`src/rtl/ps2_cmd_framer.sv`:
```
// ps2_cmd_framer: frames a PS/2 command byte, pulses send, retries on NACK/timeout
module ps2_cmd_framer #(
  parameter int SEND_HOLD      = 4,
  parameter int TIMEOUT_CYCLES = 2500000,
  parameter int MAX_RETRY      = 3,
  parameter int CNT_W          = 22
) (
  input  logic        qzt_clk,
  input  logic        reset,
  input  logic [7:0]  cmd_byte,
  input  logic        cmd_valid,
  output logic        cmd_ready,
  output logic [0:10] frame,
  output logic        send,
  input  logic        tx_ok,
  input  logic        tx_err,
  output logic        done,
  output logic        fail,
  output logic        busy,
  output logic [1:0]  tries
);
  typedef enum logic [2:0] {IDLE, PULSE, WAIT, RETRY, GAP, DONE, FAIL} state_t;
  state_t state, state_n;
  logic [CNT_W-1:0] cnt, cnt_n;
  logic [1:0] tries_n;
  logic [0:10] frame_n;
  logic tx_ok_q, ok_rise;
  assign ok_rise = tx_ok & ~tx_ok_q;
  assign send = state == PULSE;
  assign done = state == DONE;
  assign fail = state == FAIL;
  assign cmd_ready = state == IDLE;
  assign busy = state == PULSE || state == WAIT || state == RETRY || state == GAP;
  // state, shared hold/timeout counter, attempt count, latched frame and ok history
  always_ff @(posedge qzt_clk or posedge reset) begin
    if (reset) begin
      state <= IDLE;
      cnt <= '0;
      tries <= '0;
      frame <= '0;
      tx_ok_q <= 1'b0;
    end else begin
      state <= state_n;
      cnt <= cnt_n;
      tries <= tries_n;
      frame <= frame_n;
      tx_ok_q <= tx_ok;
    end
  end
  // next state; the counter restarts on every state change so each state times itself
  always_comb begin
    state_n = state;
    tries_n = tries;
    frame_n = frame;
    case (state)
      IDLE: if (cmd_valid) begin
        state_n = PULSE;
        frame_n = {1'b1, ~^cmd_byte, cmd_byte, 1'b0};
        tries_n = '0;
      end
      PULSE: state_n = cnt == CNT_W'(SEND_HOLD - 1) ? WAIT : PULSE;
      WAIT: state_n = ok_rise ? (tx_err ? RETRY : DONE) :
                      cnt == CNT_W'(TIMEOUT_CYCLES - 1) ? RETRY : WAIT;
      RETRY: begin
        state_n = tries == 2'(MAX_RETRY) ? FAIL : GAP;
        tries_n = tries == 2'(MAX_RETRY) ? tries : tries + 2'd1;
      end
      GAP: state_n = cnt == CNT_W'(SEND_HOLD - 1) ? PULSE : GAP;
      default: state_n = IDLE;
    endcase
    cnt_n = (state_n != state || state == IDLE) ? '0 : cnt + 1'b1;
  end
endmodule

```
`config.mk`:
```
export PLATFORM = sky130hd
export DESIGN_NAME = ps2_cmd_framer
export DESIGN_NICKNAME = d
export VERILOG_FILES = /design/src/rtl/ps2_cmd_framer.sv
export SDC_FILE = /design/constraint.sdc
export NUM_CORES = 1
export LEC_CHECK = 0
export CORE_MARGIN = 8
export CORE_UTILIZATION = 57
export DETAILED_ROUTE_END_ITERATION = 16
export PLACE_DENSITY = 0.93
export SETUP_SLACK_MARGIN = 0.15
export SLEW_MARGIN = 25
export SYNTH_ARGS = -nofsm -noshare
export SYNTH_HDL_FRONTEND = slang
export SYNTH_SLANG_ARGS = --single-unit
```
`constraint.sdc`:
```
create_clock -name qzt_clk -period 5.25 [get_ports qzt_clk]
set_input_delay 1.05 -clock qzt_clk [delete_from_list [all_inputs] [get_ports qzt_clk]]
set_output_delay 1.05 -clock qzt_clk [all_outputs]
set_load 0.005 [all_outputs]
```
# Word level (Yosys, flattened, before mapping)
# Cells that the tools add are included.
dict set report word_totals {
  in_bits 13
  elab_cells 42
  output_inout_bits 18
  ff_bits 38
}
dict set report classes {
  n_eq_ne 12
  bitwise 2
  add_sub_neg 2
  muxes 12
  reduce_logical 9
}
# operator count
set op_table {}
lappend op_table {{$add 22x1->22 const B} 1}
lappend op_table {{$eq 22x2->1 const B} 1}
lappend op_table {{$eq 22x22->1 const B} 1}
lappend op_table {{$mux 22} 1}
lappend op_table {{$pmux 3 s5} 1}
lappend op_table {{$mux 3} 4}
lappend op_table {{$eq 3x3->1 const B} 3}
lappend op_table {{$mux 2} 4}
lappend op_table {{$reduce_xnor 8->1} 1}
lappend op_table {{$eq 3x2->1 const B} 2}
lappend op_table {{$logic_or 1x1->1} 4}
lappend op_table {{$ne 2x2->1 const B} 2}
lappend op_table {{$pmux 2 s2} 1}
lappend op_table {{$eq 3x1->1 const B} 1}
lappend op_table {{$logic_not 3->1} 1}
lappend op_table {{$ne 3x3->1} 1}
lappend op_table {{$reduce_and 3->1} 1}
lappend op_table {{$add 2x1->2 const B} 1}
lappend op_table {{$eq 2x2->1 const B} 1}
lappend op_table {{$reduce_and 2->1} 1}
lappend op_table {{$reduce_bool 2->1} 1}
lappend op_table {{$and 1x1->1} 1}
lappend op_table {{$mux 1} 1}
lappend op_table {{$not 1->1} 1}

# Depth between registers and ports, before layout
dict set report depth {
  depth_word 7
  depth_mapped 7
  ltp_nobuf 6
}

# Worst setup path before layout
# No wires, ideal clock.
dict set report synth_path {
  path_type {reg2reg}
  start {reg cnt[12]}
  end {reg cnt[15]}
  arrival_time_ns 1.926
  path_stages_with_launch 7
  period_less_slack_ns 2.045
  required_ns 5.131
  path_slack_ns 3.205
  path_buffers 1
  setup_time_ns 0.119
  path_cell_list {dfrtp_1 -> or4_4 -> nor4_4 -> nand2_2 -> a211oi_2 -> buf_6 -> nor2_1}
}
dict set report synth_between {
  elab_chain_cells 7
  word_cells_on_any_way 11
  classes_between {add/sub (1); eq/ne (3); mux (6); reduce/logical (1)}
}
# element line
set synth_lines {}
lappend synth_lines {{from (decl)} 24} ;# logic [CNT_W-1:0] cnt, cnt_n;
lappend synth_lines {{from (signal assigned)} 44} ;# cnt <= cnt_n;
lappend synth_lines {{$eq 22x22->1} 63} ;# cnt == CNT_W'(TIMEOUT_CYCLES - 1) ? RETRY : WAIT;
lappend synth_lines {{$mux 1} 63}
lappend synth_lines {{$mux 3} 62} ;# WAIT: state_n = ok_rise ? (tx_err ? RETRY : DONE) :
lappend synth_lines {{$pmux 3 s5} 55} ;# case (state)
lappend synth_lines {{$ne 3x3->1} 71} ;# cnt_n = (state_n != state || state == IDLE) ? '0 : cnt + 1'b1;
lappend synth_lines {{$logic_or 1x1->1} 71}
lappend synth_lines {{$mux 22 (*)} 71}
lappend synth_lines {{via cnt_n[15]} 24}
# The timed path passes the listed nets; every way through them passes the cells marked *.
# A chain may end at the register's enable or synchronous reset.

# Worst setup path after layout
dict set report layout_path {
  start {reg state[0]}
  end {out send}
}
dict set report layout_between {
  elab_chain_cells 1
}
# element line
set layout_lines {}
lappend layout_lines {{from (decl)} 23} ;# state_t state, state_n;
lappend layout_lines {{from (signal assigned)} 43} ;# state <= state_n;
lappend layout_lines {{$eq 3x1->1} 29} ;# assign send = state == PULSE;
lappend layout_lines {{to (decl)} 14} ;# output logic send,
# Every way passes these cells.

==> results.sh <==
export IMPL_fmax_ghz=0.349
export IMPL_ioPinCount=31
export IMPL_cts_tree="yes"
export IMPL_route_final_wire_length_um=4110
export IMPL_use_met1_pct=18.4
export IMPL_ctsResizeCount=0
export IMPL_grt_util_met2_pct=27.7
export IMPL_h_tree_depth=2
export IMPL_fill_cells=259
export IMPL_holdPathStages=1
export IMPL_rsz0062_at_grt="no"
export IMPL_hold_viol=0
export IMPL_ant_nets=0
export IMPL_area_growth_pct=19.4
export IMPL_grt_pass1_vias=1480
export IMPL_place_congestion=0.837
export IMPL_r2r_setup_slack_ns=2.97
export IMPL_reg2reg_depth=6
export IMPL_track_usage_pct=15.8
export IMPL_synth_edf_count=0
export IMPL_path_clk_slew_ns=0.11
export IMPL_worstSetupPathType="register to primary output"
export IMPL_rr_startpoint="cnt[12]"
export IMPL_synth_flop_cell="dfrtp_1"
export IMPL_cts_path_max_buffers=2
export IMPL_regToRegEndpoint="cnt[5]"
export IMPL_synth_top_area_cell="dfrtp_1"
export IMPL_ys_ff_latch=38
export IMPL_drc_errors=0
export IMPL_vdd_ir_drop_max_v=0.000251
export IMPL_cts_made_buffers=5
export IMPL_clock_root_buffer="clkbuf_4"
export IMPL_fin_skew_ns=0.00980
export IMPL_wl_per_cell_um=15.0
export IMPL_syn_inst=195
export IMPL_antenna_found_initial=0
export IMPL_cts_hold_fix_buffers=0
export IMPL_avgSynthCellArea_um2=9.96
export IMPL_drtIter0Drc=143
export IMPL_grt_overflow_total=0
export IMPL_nets=241
export IMPL_p_leak_nw=0.958
export IMPL_insertion_delay_ns=0.33
export IMPL_grt_max_degree=39
export IMPL_hold_path_end="frame[0]"
export IMPL_setup_viol=0
export IMPL_maxCapViolations=0
export IMPL_finalCritPeriodShare_pct=54.7
export IMPL_chipWidth_um=74.4
export IMPL_cp_required_ns=4.20
export IMPL_num_antenna_cells=0
export IMPL_synth_area_um2=1940
export IMPL_busiest_layer="met2"
export IMPL_netlist_cell_type_count=34
export IMPL_setup_worst_path_start_class="register"
export IMPL_cp_arrival_ns=1.82
export IMPL_ys_top_cells_by_count="38 x dfrtp_1, 31 x nor2_1, 19 x xnor2_1"
export IMPL_hold_class="register to register"
export IMPL_power_density_nw_per_um2=411
export IMPL_yosysMostFrequentCell="dfrtp_1"
export IMPL_synthArstFlopShare_pct=100
export IMPL_dp_final_hpwl_um=3070
export IMPL_period_minus_slack_ns=2.87
export IMPL_vias_per_cell=5.38
export IMPL_status="finished, final reports clean"
export IMPL_cp_end_kind="primary output"
export IMPL_syn_num_nets=210
export IMPL_utilization_pct=70.1
export IMPL_die_y_um=74.4
export IMPL_std_cell_rows=21
export IMPL_yosysTopAreaCellShare_pct=48.9
export IMPL_port_buffers=29
export IMPL_min_delay_start="frame[0]"
export IMPL_met3_usage_pct=3.37
export IMPL_ys_warnings_count=0
export IMPL_yosys_top_cells_area="dfrtp_1 49%, xnor2_1 8.6%, nor2_1 6.0%"
export IMPL_drive_gt1_share_pct=9.25
export IMPL_start_util_pct=58.7
export IMPL_worstPathMaxFanout=9
export IMPL_clock_sinks=38
export IMPL_grt_pass1_wl_um=6840
export IMPL_finalSetupTns_ns=0
export IMPL_core_um2=3310
export IMPL_die_area_um2=5530
export IMPL_ys_seq_area_share_pct=48.9
export IMPL_maxSlewViolCount=0
export IMPL_num_vias=1470
export IMPL_post_cts_buffers=0
export IMPL_firstDrtPassIters=4
## registers in the layout, indices dropped and copies added (netlist names)
register and flops:
cnt 22, tries 2, state 3, tx_ok_q 1, frame 10
## area by class of cell
type / instances / area, um2 / share of cell area, %
Sequential cell: 38 / 951 / 41.0
Multi-Input combinational cell: 141 / 913 / 39.4
Timing Repair Buffer: 31 / 305 / 13.2
Tap cell: 46 / 57.6 / 2.48
Clock buffer: 7 / 55.1 / 2.37
Inverter: 9 / 33.8 / 1.46
Clock inverter: 1 / 5.00 / 0.216
## layer usage
layer / up-vias / wire, um / share of wire (%)
met5: - / 0 / 0
met2: 34 / 2180 / 53
met1: 704 / 1690 / 41
met3: 6 / 185 / 4.5
met4: 0 / 44 / 1.1
li1: 726 / - / -
## report_power, final
part           total, mW  internal, mW  switching, mW
logic              0.392         0.210          0.183
clock network      0.154        0.0649         0.0890
registers          0.409         0.352         0.0568
total              0.955         0.627          0.328
## per-stage QoR
step	total power [mW]	area [um2]	setup WS, ns	hold WS (ns)	std cells
after floorplan	0.641	1940	3.20	0.444	195
after global placement	0.789	2260	2.81	0.449	265
after detailed placement	0.806	2260	2.76	0.455	265
after CTS	0.964	2320	2.37	0.493	273
after global routing	1.02	2320	2.24	0.527	273
final	0.955	2320	2.38	0.492	273
## layout by cell type, fill, tap and decap left out, types with 2 or more instances in the layout
master            n
xnor2_1          19
nor2_1           31
mux2_2            8
clkbuf_4          5
o21ai_0           5
a21oi_1           3
and3_1            4
ha_1              2
nor3_1            6
or4_1             2
nand3_1          11
clkdlybuf4s50_1  29
nor2b_1           2
and2_1            2
inv_1             9
nand2_1          11
nand2b_1          2
nand4_1           7
o31ai_1           2
xor2_1            9
buf_4             2
and4_1            3
dfrtp_1          38
nor4_1            3
## cells by family (layout without fill, tap and decap cells)
group	count (synthesis)	in the layout	share of synthesized area [%]
XOR/XNOR	28	28	12.6
adder cells (fa/ha/maj)	2	2	1.29
other	1	1	0.193
multiplexers	8	8	4.64
AND/OR/NAND/NOR	89	89	23.9
flip-flops	38	38	48.9
buffers and inverters	16	48	4.06
AO/OA/AOI/OAI	13	13	4.38
## how the worst max path moves through the flow
stage / start / endpoint / slack [ns] / depth (start not counted)
final: state[0] / send / 2.38 / 3
after detailed placement: state[1] / busy / 2.76 / 3
after global placement: tx_ok / cnt[21] / 2.81 / 7
after CTS: state[1] / busy / 2.37 / 3
after floorplan: cnt[12] / cnt[15] / 3.20 / 6
after global routing: state[0] / send / 2.24 / 3
## worst max-delay path: stages, from the launching register on
cell and delay (ns):
dfrtp_1 0.49, nor2b_1 0.26, and2_1 0.20, clkdlybuf4s50_1 0.53
Note: power is estimated with default switching activity, not from simulation.
